## src/rtl/axi_chk_fifo.sv

```systemverilog
// Synchronous FIFO with a combinational head; when empty, a same-cycle
// push shows through on head and a push+pop passes without being stored.
module axi_chk_fifo #(
  parameter int WIDTH = 8,
  parameter int DEPTH = 8
) (
  input  logic             clk,
  input  logic             rstn,
  input  logic             push,
  input  logic             pop,
  input  logic [WIDTH-1:0] din,
  output logic [WIDTH-1:0] head,
  output logic             full,
  output logic             empty
);

  localparam int IDX_W = $clog2(DEPTH);

  logic [WIDTH-1:0] mem_q [DEPTH];
  logic [WIDTH-1:0] mem_d [DEPTH];
  logic [IDX_W:0]   wr_ptr_q, wr_ptr_d;
  logic [IDX_W:0]   rd_ptr_q, rd_ptr_d;
  logic             wr_en, rd_en;

  assign empty = (wr_ptr_q == rd_ptr_q);
  assign full  = (wr_ptr_q[IDX_W] != rd_ptr_q[IDX_W]) &&
                 (wr_ptr_q[IDX_W-1:0] == rd_ptr_q[IDX_W-1:0]);
  assign head  = empty ? din : mem_q[rd_ptr_q[IDX_W-1:0]];

  always_comb begin
    wr_en    = push && !(empty && pop) && (!full || pop);
    rd_en    = pop && !empty;
    wr_ptr_d = wr_ptr_q + (IDX_W+1)'(wr_en);
    rd_ptr_d = rd_ptr_q + (IDX_W+1)'(rd_en);
    mem_d    = mem_q;
    if (wr_en) mem_d[wr_ptr_q[IDX_W-1:0]] = din;
  end

  always_ff @(posedge clk) begin
    if (!rstn) begin
      wr_ptr_q <= '0;
      rd_ptr_q <= '0;
    end else begin
      wr_ptr_q <= wr_ptr_d;
      rd_ptr_q <= rd_ptr_d;
    end
  end

  always_ff @(posedge clk) begin
    mem_q <= mem_d;
  end

endmodule

```

## config.mk

```make
export PLATFORM = sky130hd
export DESIGN_NAME = axi_chk_fifo
export DESIGN_NICKNAME = d
export VERILOG_FILES = /design/src/rtl/axi_chk_fifo.sv
export SDC_FILE = /design/constraint.sdc
export NUM_CORES = 1
export LEC_CHECK = 0
export BUFFER_PORTS_ARGS = -buffer_cell sky130_fd_sc_hd__buf_2
export CAP_MARGIN = 20
export CORE_UTILIZATION = 48
export CTS_CLUSTER_DIAMETER = 80
export DETAILED_ROUTE_END_ITERATION = 8
export PLACE_DENSITY_LB_ADDON = 0.08
export SLEW_MARGIN = 20
export SYNTH_ARGS = -nofsm -noshare
export SYNTH_HDL_FRONTEND = slang
export SYNTH_SLANG_ARGS = --single-unit
```

## constraint.sdc

```tcl
create_clock -name clk -period 5.5 [get_ports clk]
set_input_delay 0.275 -clock clk [delete_from_list [all_inputs] [get_ports clk]]
set_output_delay 0.275 -clock clk [all_outputs]
set_load 0.005 [all_outputs]
```

==> metrics.cfg, run 1 <==
[run_status]
status = completed

[placement]
dpl-instance-area_mm2 = 0.00332
dp_slack_ns = 2.58
dp_hpwl_um = 3280
gp_congestion = 0.696
placedCellCount = 250
io_buffers = 21

[route]
wl_per_cell_um = 20.1
first_pass_iters = 4
drc = 0
drt-total-wl_um = 5340
drtAntennaViolNets = 0
viasPerCell = 5.52
drtIter0Drc = 90
dr_total_vias = 1467

[finish]
ff_latch_area_mm2 = 0.00208
n_fill_cell = 470
nNetsFinal = 202
multiInputGateArea_um2 = 987
post-route-cell-area_mm2 = 0.00349
fin_cells = 266
drive_gt1_frac = 0.382
antenna_cells = 0
post-route-util = 0.572
area_growth_pct = 12.1

[timing]
fin_setup_tns_ns = 0
hold_viol = 0
fin_ws_ns = 2.61
period_share = 0.526
max_freq_ghz = 0.346
relSlewSlack = 0.347
holdWs_ns = 0.217
fin_crit_ns = 2.89
worst_pin_slew_ns = 0.976
setup_viol = 0
rsz0062_at_grt = no
drv_slew = 0
skew_ns = 0.00944

[clocking]
cts_buffers = 9
clockBufferDepth = 2
path_clk_slew_ns = 0.08
cts_tree = done
htreeDepth = 3
cts_resized = 0
cts_sinks = 72
post-cts-setup-buffer-count = 0
cts_hold_buf = 0
clk_latency_ns = 0.34
cts_root_buf = clkbuf_8

[logic_synthesis]
synthCells = 156
synth_top_area_frac = 0.618
syn_nets = 172
ys_seq_elements = 72
ys.warnings.count = 0
yosysUniqueCellTypes = 26
mappedNetlistArea_mm2 = 0.00311
yosys.area.top_type = edfxtp_1
synth_common_cells = 64 x edfxtp_1, 9 x and2_1
yosys-top-cells-area = edfxtp_1 62%, mux4_1 6.8%, mux4_2 5.8%, dfxtp_1 5.2%, mux2_4 3.9%
ys_seq_area_frac = 0.670
syn_avg_cell_area_um2 = 19.9
synthFlopType = edfxtp_1
synth_most_common_cell = edfxtp_1
synth-edff-count = 64
postSynth.asyncResetShare = 0

[die]
initial_core_util = 0.510
core_area_mm2 = 0.00610
die-area_mm2 = 0.00680
die_h_um = 82.5
row_count = 28
die_w_um = 82.5
io_pins = 22

[setup_path]
cp.arrival_ns = 3.12
crit_required_ns = 5.73
crit_path_end_kind = flop
crit_chain = xnor2_1 > nand4_2 > and2_1 > ha_1 > ha_1 > xor2_1 > and2_1
crit_type = flop to flop
start_kind = flop
critPathSlowestCell = dfxtp_1
cp_max_fo = 20
slowest_delay_ns = 0.95

[global_route]
gr-total-overflow = 0
grt_usage = 0.181
grt_max_degree = 21
grt_first_pass_wirelength_um = 8070
grt_pass1_vias = 1461
grt_antenna_before_repair = 0

[job]
max_cap_violations = 0

[power_and_ir_drop]
ir_worst_vdd_mv = 0.190
p_total_mw = 1.36
p_leak_nw = 1.21
power.density_mw_per_mm2 = 389

[hold_path]
holdCritPathClass = input port to flop

[flip-flops by register name, summed over array words and instances, names as in the netlist]
register,flops
wr_ptr_q,4
rd_ptr_q,4
mem_q,64
[report_power, final]
group	internal (mW)	total (mW)	leakage, nW	switching (mW)
clock network	0.161	0.353	0.0757	0.192
logic	0.197	0.326	0.491	0.130
registers	0.630	0.677	0.645	0.0470
total	0.987	1.36	1.21	0.369
[path summary, 6_finish.rpt]
path	from	to	slack, ns	cells after the start
worst max-delay path	rd_ptr_q[2]	rd_ptr_q[2]	2.61	7
worst min-delay path	din[7]	mem_q[55]	0.22	1
worst max register to register	rd_ptr_q[2]	rd_ptr_q[2]	2.61	7
worst min register to register	wr_ptr_q[3]	wr_ptr_q[3]	0.64	2
[worst max-delay path: cells and delay by family (launching register included)]
family / cells / cell delay (ns)
simple gates: 3 / 1.05
fa+ha+maj: 2 / 0.40
xor+xnor: 2 / 0.38
flops: 1 / 0.95
[cell type report]
type	count	area share
inverter	2	0.00215
clock inverter	6	0.0104
tap	75	0.0269
multi-input combinational	74	0.283
sequential	72	0.598
clock buffer	10	0.0366
timing repair buffer	27	0.0431
[cell families after synthesis]
group | Yosys count | share of synthesized area
xor gates and xnor gates | 12 | 0.0382
and+or+nand+nor | 25 | 0.0511
DFF | 72 | 0.670
AOI/OAI and AO/OA | 1 | 0.00885
adders and majority gates | 4 | 0.0161
muxes | 32 | 0.193
buffers and inverters | 10 | 0.0229
[cell usage in the layout (no fill, tap or decap), types with 7 or more instances in the layout]
cell	Yosys	routed
mux4_1	8	8
mux2_4	8	8
mux4_2	8	8
edfxtp_1	64	64
clkbuf_8	0	9
dfxtp_1	8	7
and2_1	9	9
mux2_2	8	8
buf_2	2	21
[layer usage]
| layer | wire length [µm] | track usage |
|---|---|---|
| met2 | 2710 | 0.288 |
| met3 | 126 | 0.0462 |
| met4 | 51 | 0.0789 |
| met1 | 2450 | 0.234 |
| met5 | 0 | 0 |
Power figures use the tool's default switching activity.
==> run 2: changes to the inputs <==
ABC_AREA = 1   (was default)
clock period = 2.6 ns   (was 5.5 ns; I/O delays follow)
==> run 2 against run 1 <==
Clock skew decreased by 0.0041 ns. Non-clock buffer count increased by 6. Via count grew 49%. Final area rose by 4.4%. Wire length is 34% higher. Die area grew 0.97%. Maximum frequency increased by 40%. First-iteration DRC count grew to 2.5 times the previous value. Cell count grew 55%. Power grew to 2.5 times the previous value. Critical path depth rose by 1.
==> metrics.cfg, run 2 <==
[placement]
gp_congestion = 0.785  ; was 0.696
dp_hpwl_um = 4540  ; was 3280 µm
io_buffers = 21  ; unchanged

[setup_path]
start_kind = flop  ; unchanged
worstReg2RegEnd = mem_q[28]  ; was rd_ptr_q[2]
critPathCapture = mem_q[28]  ; was rd_ptr_q[2]
cp.arrival_ns = 2.13  ; was 3.12 ns
critPathLaunch = rd_ptr_q[1]  ; was rd_ptr_q[2]
crit_required_ns = 2.66  ; was 5.73 ns
crit_type = flop to flop  ; unchanged
crit_path_end_kind = flop  ; unchanged
rrSetupSlack_ns = 0.53  ; was 2.61 ns
rr_worst_depth = 8  ; was 7
crit-reg2reg-launch = rd_ptr_q[1]  ; was rd_ptr_q[2]
cp_max_fo = 17  ; was 20

[power_and_ir_drop]
ir_worst_vdd_mv = 0.439  ; was 0.190 mV
p_leak_nw = 1.42  ; was 1.21 nW
swShare = 0.306  ; was 0.272
p_int_mw = 2.35  ; was 0.987 mW
power.density_mw_per_mm2 = 932  ; was 389 mW/mm²
switching_power_mw = 1.04  ; was 0.369 mW
p_comb_frac = 0.256  ; was 0.241
seqPwrFrac = 0.400  ; was 0.499
p_clk_frac = 0.344  ; was 0.260

[die]
die_w_um = 82.9  ; was 82.5 µm
die_h_um = 82.9  ; was 82.5 µm
io_pins = 22  ; unchanged
die-area_mm2 = 0.00687  ; was 0.00680 mm²
initial_core_util = 0.495  ; was 0.510
core_area_mm2 = 0.00635  ; was 0.00610 mm²
row_count = 29  ; was 28

[logic_synthesis]
syn_nets = 314  ; was 172
synth_most_common_cell = nor2_1  ; was edfxtp_1
ys.warnings.count = 0  ; unchanged
syn_avg_cell_area_um2 = 10.5  ; was 19.9 µm²
synthCells = 298  ; was 156
synth_common_cells = 78 x nor2_1, 64 x edfxtp_1, 37 x nand2_1  ; was 64 x edfxtp_1, 9 x and2_1
mappedNetlistArea_mm2 = 0.00314  ; was 0.00311 mm²
ys_seq_area_frac = 0.663  ; was 0.670
yosysUniqueCellTypes = 21  ; was 26
yosys-top-cells-area = edfxtp_1 61%, nor2_1 9.3%, nand3_1 5.4%, o21ai_0 5.4%, dfxtp_1 5.1%  ; was edfxtp_1 62%, mux4_1 6.8%, mux4_2 5.8%, dfxtp_1 5.2%, mux2_4 3.9%
synth-edff-count = 64  ; unchanged
yosys.area.top_type = edfxtp_1  ; unchanged
synthFlopType = edfxtp_1  ; unchanged
postSynth.asyncResetShare = 0  ; unchanged
ys_seq_elements = 72  ; unchanged
synth_top_area_frac = 0.612  ; was 0.618

[clocking]
clockBufferDepth = 2  ; unchanged
cts_sinks = 72  ; unchanged
post-cts-setup-buffer-count = 0  ; unchanged
cts_hold_buf = 0  ; unchanged
cts_root_buf = clkbuf_8  ; unchanged
clk_latency_ns = 0.34  ; about the same
cts_tree = done  ; unchanged
cts_buffers = 9  ; unchanged
cts_resized = 0  ; unchanged
path_clk_slew_ns = 0.08  ; about the same
htreeDepth = 3  ; unchanged

[timing]
max_freq_ghz = 0.483  ; was 0.346 GHz
setup_viol = 0  ; unchanged
holdWs_ns = 0.0811  ; was 0.217 ns
fin_crit_ns = 2.07  ; was 2.89 ns
period_share = 0.796  ; was 0.526
rsz0062_at_grt = no  ; unchanged
fin_setup_tns_ns = 0  ; unchanged
drv_slew = 0  ; unchanged
relSlewSlack = 0.692  ; was 0.347
hold_viol = 0  ; unchanged
skew_ns = 0.00537  ; was 0.00944 ns
worst_pin_slew_ns = 0.460  ; was 0.976 ns

[finish]
drive_gt1_frac = 0.194  ; was 0.382
nNetsFinal = 346  ; was 202
mostFrequentLayoutCells = 78 x nor2_1, 64 x edfxtp_1, 37 x nand2_1, 34 x nand3_1, 34 x o21ai_0  ; was 64 x edfxtp_1, 21 x buf_2, 9 x and2_1, 9 x clkbuf_8
antenna_cells = 0  ; unchanged
mostFrequentLayoutCell = nor2_1  ; was edfxtp_1
top_regs = mem_q x64, rd_ptr_q x4, wr_ptr_q x4  ; unchanged
area_growth_pct = 15.9  ; was 12.1%
top_register = mem_q  ; unchanged
largest_reg_flops = 64  ; unchanged

[hold_path]
holdCritPathClass = input port to flop  ; unchanged

[route]
drc = 0  ; unchanged
drt-total-wl_um = 7160  ; was 5340 µm
drtAntennaViolNets = 0  ; unchanged
viasPerCell = 5.31  ; was 5.52
first_pass_iters = 4  ; unchanged
wl_per_cell_um = 17.4  ; was 20.1 µm
dr_total_vias = 2187  ; was 1467
drtIter0Drc = 227  ; was 90

[global_route]
grt_antenna_before_repair = 0  ; unchanged
grt_usage = 0.230  ; was 0.181
grt_pass1_vias = 2119  ; was 1461
grt_max_degree = 34  ; was 21
grt_first_pass_wirelength_um = 11700  ; was 8070 µm
gr-total-overflow = 0  ; unchanged

[run_status]
status = completed  ; unchanged

[job]
max_cap_violations = 0  ; unchanged

## run 2: cell count changes after synthesis, moves of 9 or more
cell / delta
and2_1: -9
nand2_1: +36
nand3_1: +30
nor2_1: +75
o21ai_0: +34
## run 2: worst min path at each step
stage,startpoint,endpoint,cells past startpoint
floorplan,rstn,rd_ptr_q[0],2
global placement,rstn,wr_ptr_q[0],3
detailed placement,din[1],mem_q[9],1
CTS,rstn,wr_ptr_q[1],3
global route,din[1],mem_q[41],1
finish,rstn,wr_ptr_q[1],3
## run 2: kinds of logic (layout without fill, tap and decap cells)
| logic type | Yosys count | count (layout) | synth area share |
|---|---|---|---|
| adders and majority gates | 4 | 4 | 0.0159 |
| buffers and inverters | 28 | 65 | 0.0406 |
| AOI/OAI and AO/OA | 36 | 36 | 0.0574 |
| and+or+nand+nor | 158 | 158 | 0.223 |
| DFF | 72 | 72 | 0.663 |
## run 2: power by group through the flow
stage               Sequential [mW]  Combinational [mW]  Clock [mW]
floorplan                      1.37               0.577           0
global placement               1.38               0.865           0
detailed placement             1.38               0.873           0
CTS                            1.36               0.876        1.18
global route                   1.36               0.980        1.23
finish                         1.36               0.868        1.17
## run 2: stage by stage
stage	power (mW)	cells	utilization	cell area [µm²]	setup WS [ns]
global placement	2.25	396	0.531	3370	0.652
floorplan	1.94	298	-	3140	0.905
CTS	3.41	412	0.573	3640	0.558
detailed placement	2.26	396	0.531	3370	0.570
global route	3.57	412	0.573	3640	0.338
finish	3.39	412	0.573	3640	0.530
## run 2: routing by layer
| metal | up-vias | track usage | routed length [µm] |
|---|---|---|---|
| met2 | 59 | 0.345 | 3330 |
| met4 | 0 | 0.105 | 139 |
| met5 | - | 0 | 0 |
| met1 | 1034 | 0.330 | 3330 |
| met3 | 12 | 0.0358 | 363 |
| li1 | 1082 | - | - |
## run 2: critical path: stages (launching register included)
cell and delay [ns]:
dfxtp_1 0.44, inv_4 0.24, nand2_1 0.09, nand2_2 0.12
nor2_8 0.05, nand3_2 0.08, nand3_4 0.13, nor2_1 0.39
buf_4 0.24
## run 2: area by class of cell
cell class | instances | area (µm²)
Clock inverter | 7 | 143
Clock buffer | 9 | 124
Fill cell | 540 | 2710
Multi-Input combinational cell | 198 | 931
Inverter | 16 | 67.6
Timing Repair Buffer | 33 | 195
Tap cell | 77 | 96.3
Sequential cell | 72 | 2080
==> run 3: changes to the inputs <==
clock period = 1.7 ns   (was 2.6 ns; I/O delays follow)
==> run 3 against run 2 <==
Clock skew rose by 0.0023 ns. Cell count increased by 4.4%. Non-clock buffer count increased by 18. Critical endpoint is now head[0].
==> metrics.cfg, run 3 (same netlist as run 2, synthesis figures left out) <==
[finish]
mostFrequentLayoutCell = nor2_1  ; unchanged
antenna_cells = 0  ; unchanged
top_register = mem_q  ; unchanged
area_growth_pct = 22.0  ; was 15.9%
post-route-cell-area_mm2 = 0.00383  ; was 0.00364 mm²
fin_cells = 430  ; was 412
largest_reg_flops = 64  ; unchanged
mostFrequentLayoutCells = 76 x nor2_1, 64 x edfxtp_1, 34 x nand2_1, 32 x nand3_1, 26 x buf_4  ; was 78 x nor2_1, 64 x edfxtp_1, 37 x nand2_1, 34 x nand3_1, 34 x o21ai_0
nNetsFinal = 364  ; was 346
n_fill_cell = 509  ; was 540
drive_gt1_frac = 0.300  ; was 0.194
top_regs = mem_q x64, rd_ptr_q x4, wr_ptr_q x4  ; unchanged

[setup_path]
crit_top_cell = nand3_1
cp.arrival_ns = 1.56  ; was 2.13 ns
critPathSlowestCell = dfxtp_4  ; was dfxtp_1
crit_family = flip-flops  ; was simple AND/OR/NAND/NOR gates
path_depth = 7  ; was 8
crit_path_end_kind = primary output  ; was flop
crit_required_ns = 1.62  ; was 2.66 ns
slowest_delay_ns = 0.42  ; was 0.44 ns
start_kind = flop  ; unchanged
cp_max_fo = 32  ; was 17
rr_worst_depth = 8  ; unchanged
crit_type = flop to primary output  ; was flop to flop
path_buf_inv = 3  ; was 2
crit_chain = inv_4 > buf_8 > o21ai_0 > nand3_1 > nand3_1 > nand2_1 > buf_2  ; was inv_4 > nand2_1 > nand2_2 > nor2_8 > nand3_2 > nand3_4 > nor2_1 > buf_4

[power_and_ir_drop]
ir_worst_vdd_mv = 0.741  ; was 0.439 mV
power.density_mw_per_mm2 = 1320  ; was 932 mW/mm²
p_leak_nw = 1.49  ; was 1.42 nW

[placement]
dpl-instance-area_mm2 = 0.00350  ; was 0.00337 mm²
dp_hpwl_um = 4410  ; was 4540 µm
placedCellCount = 413  ; was 396
io_buffers = 21  ; unchanged
gp_congestion = 0.737  ; was 0.785

[route]
dr_total_vias = 2205  ; was 2187
drtAntennaViolNets = 0  ; unchanged
first_pass_iters = 4  ; unchanged
drt-total-wl_um = 7000  ; was 7160 µm
drc = 0  ; unchanged
wl_per_cell_um = 16.3  ; was 17.4 µm
drtIter0Drc = 142  ; was 227
viasPerCell = 5.13  ; was 5.31

[timing]
skew_ns = 0.00772  ; was 0.00537 ns
max_freq_ghz = 0.608
drv_slew = 0  ; unchanged
period_share = 0.967
relSlewSlack = 0.844  ; was 0.692
rsz0062_at_grt = yes  ; was no
setup_viol = 0  ; unchanged
fin_crit_ns = 1.64
worst_pin_slew_ns = 0.234  ; was 0.460 ns
hold_viol = 0  ; unchanged

[clocking]
htreeDepth = 3  ; unchanged
cts_tree = done  ; unchanged
cts_sinks = 72  ; unchanged
cts_root_buf = clkbuf_8  ; unchanged
clk_latency_ns = 0.33  ; was 0.34 ns
cts_buffers = 9  ; unchanged
clockBufferDepth = 2  ; unchanged
cts_hold_buf = 0  ; unchanged
path_clk_slew_ns = 0.08  ; about the same

[die]
row_count = 29  ; unchanged
die_h_um = 82.9  ; unchanged
initial_core_util = 0.495  ; unchanged
die-area_mm2 = 0.00687  ; unchanged
io_pins = 22  ; unchanged
core_area_mm2 = 0.00635  ; unchanged
die_w_um = 82.9  ; unchanged

[global_route]
grt_max_degree = 33  ; was 34
grt_pass1_vias = 2141  ; was 2119
grt_antenna_before_repair = 0  ; unchanged
grt_usage = 0.220  ; was 0.230
grt_first_pass_wirelength_um = 11100  ; was 11700 µm
gr-total-overflow = 0  ; unchanged

[job]
max_cap_violations = 0  ; unchanged

[run_status]
status = completed  ; unchanged

[hold_path]
holdCritPathClass = input port to flop  ; unchanged
holdPathStages = 1  ; was 3

[run 3: worst paths after layout]
kind	startpoint	to	slack (ns)
worst max-delay path	rd_ptr_q[0]	head[0]	0.06
worst min-delay path	din[4]	mem_q[60]	0.04
worst max register to register	rd_ptr_q[0]	mem_q[19]	0.08
worst min register to register	wr_ptr_q[3]	wr_ptr_q[3]	0.48
[run 3: worst reg2reg max path: cells and delay by family, from the launching register on]
kind | cells | cell delay (ns)
buffers and inverters | 2 | 0.36
flip-flops | 1 | 0.42
AND/OR/NAND/NOR | 6 | 0.56
[run 3: cell type report]
cell class,count,area [µm²],area share
clock buffers,10,128,0.0333
clock inverters,6,67.6,0.0176
inverters,16,70.1,0.0183
multi-input cells,198,991,0.259
flip-flops and latches,72,2100,0.549
well taps,77,96.3,0.0252
repair buffers,51,375,0.0980
[run 3: metrics by stage]
step	setup WS [ns]	setup TNS, ns	total power, mW	utilization	hold slack (ns)
CTS	0.00284	0	4.91	0.587	0.0216
finish	0.0556	0	5.04	0.603	0.0366
global placement	0.0278	0	3.54	0.551	0.377
global route	-0.0399	-0.229	5.32	0.603	0.0189
floorplan	0.00547	0	2.97	-	0.178
detailed placement	0.0147	0	3.56	0.551	0.383
[run 3: routing by layer]
layer / up-vias / track usage / routed length (µm) / part of all wire
li1: 1123 / - / - / -
met1: 1017 / 0.297 / 3100 / 0.44
met2: 59 / 0.351 / 3360 / 0.48
met3: 6 / 0.0646 / 453 / 0.065
met4: 0 / 0.0533 / 85 / 0.012
met5: - / 0 / 0 / 0
[run 3: repair_timing]
item,4_1_cts,5_1_grt
cloned,0,1
buffers inserted,1,0
pin swaps,1,4
endpoints found under the setup margin,8,17
resized for setup,15,44
[run 3: power by group]
group / leakage [nW] / internal, mW / switching, mW
registers: 0.649 / 2.03 / 0.0642
clock network: 0.0949 / 0.686 / 0.628
logic: 0.748 / 0.654 / 0.979
total: 1.49 / 3.37 / 1.67
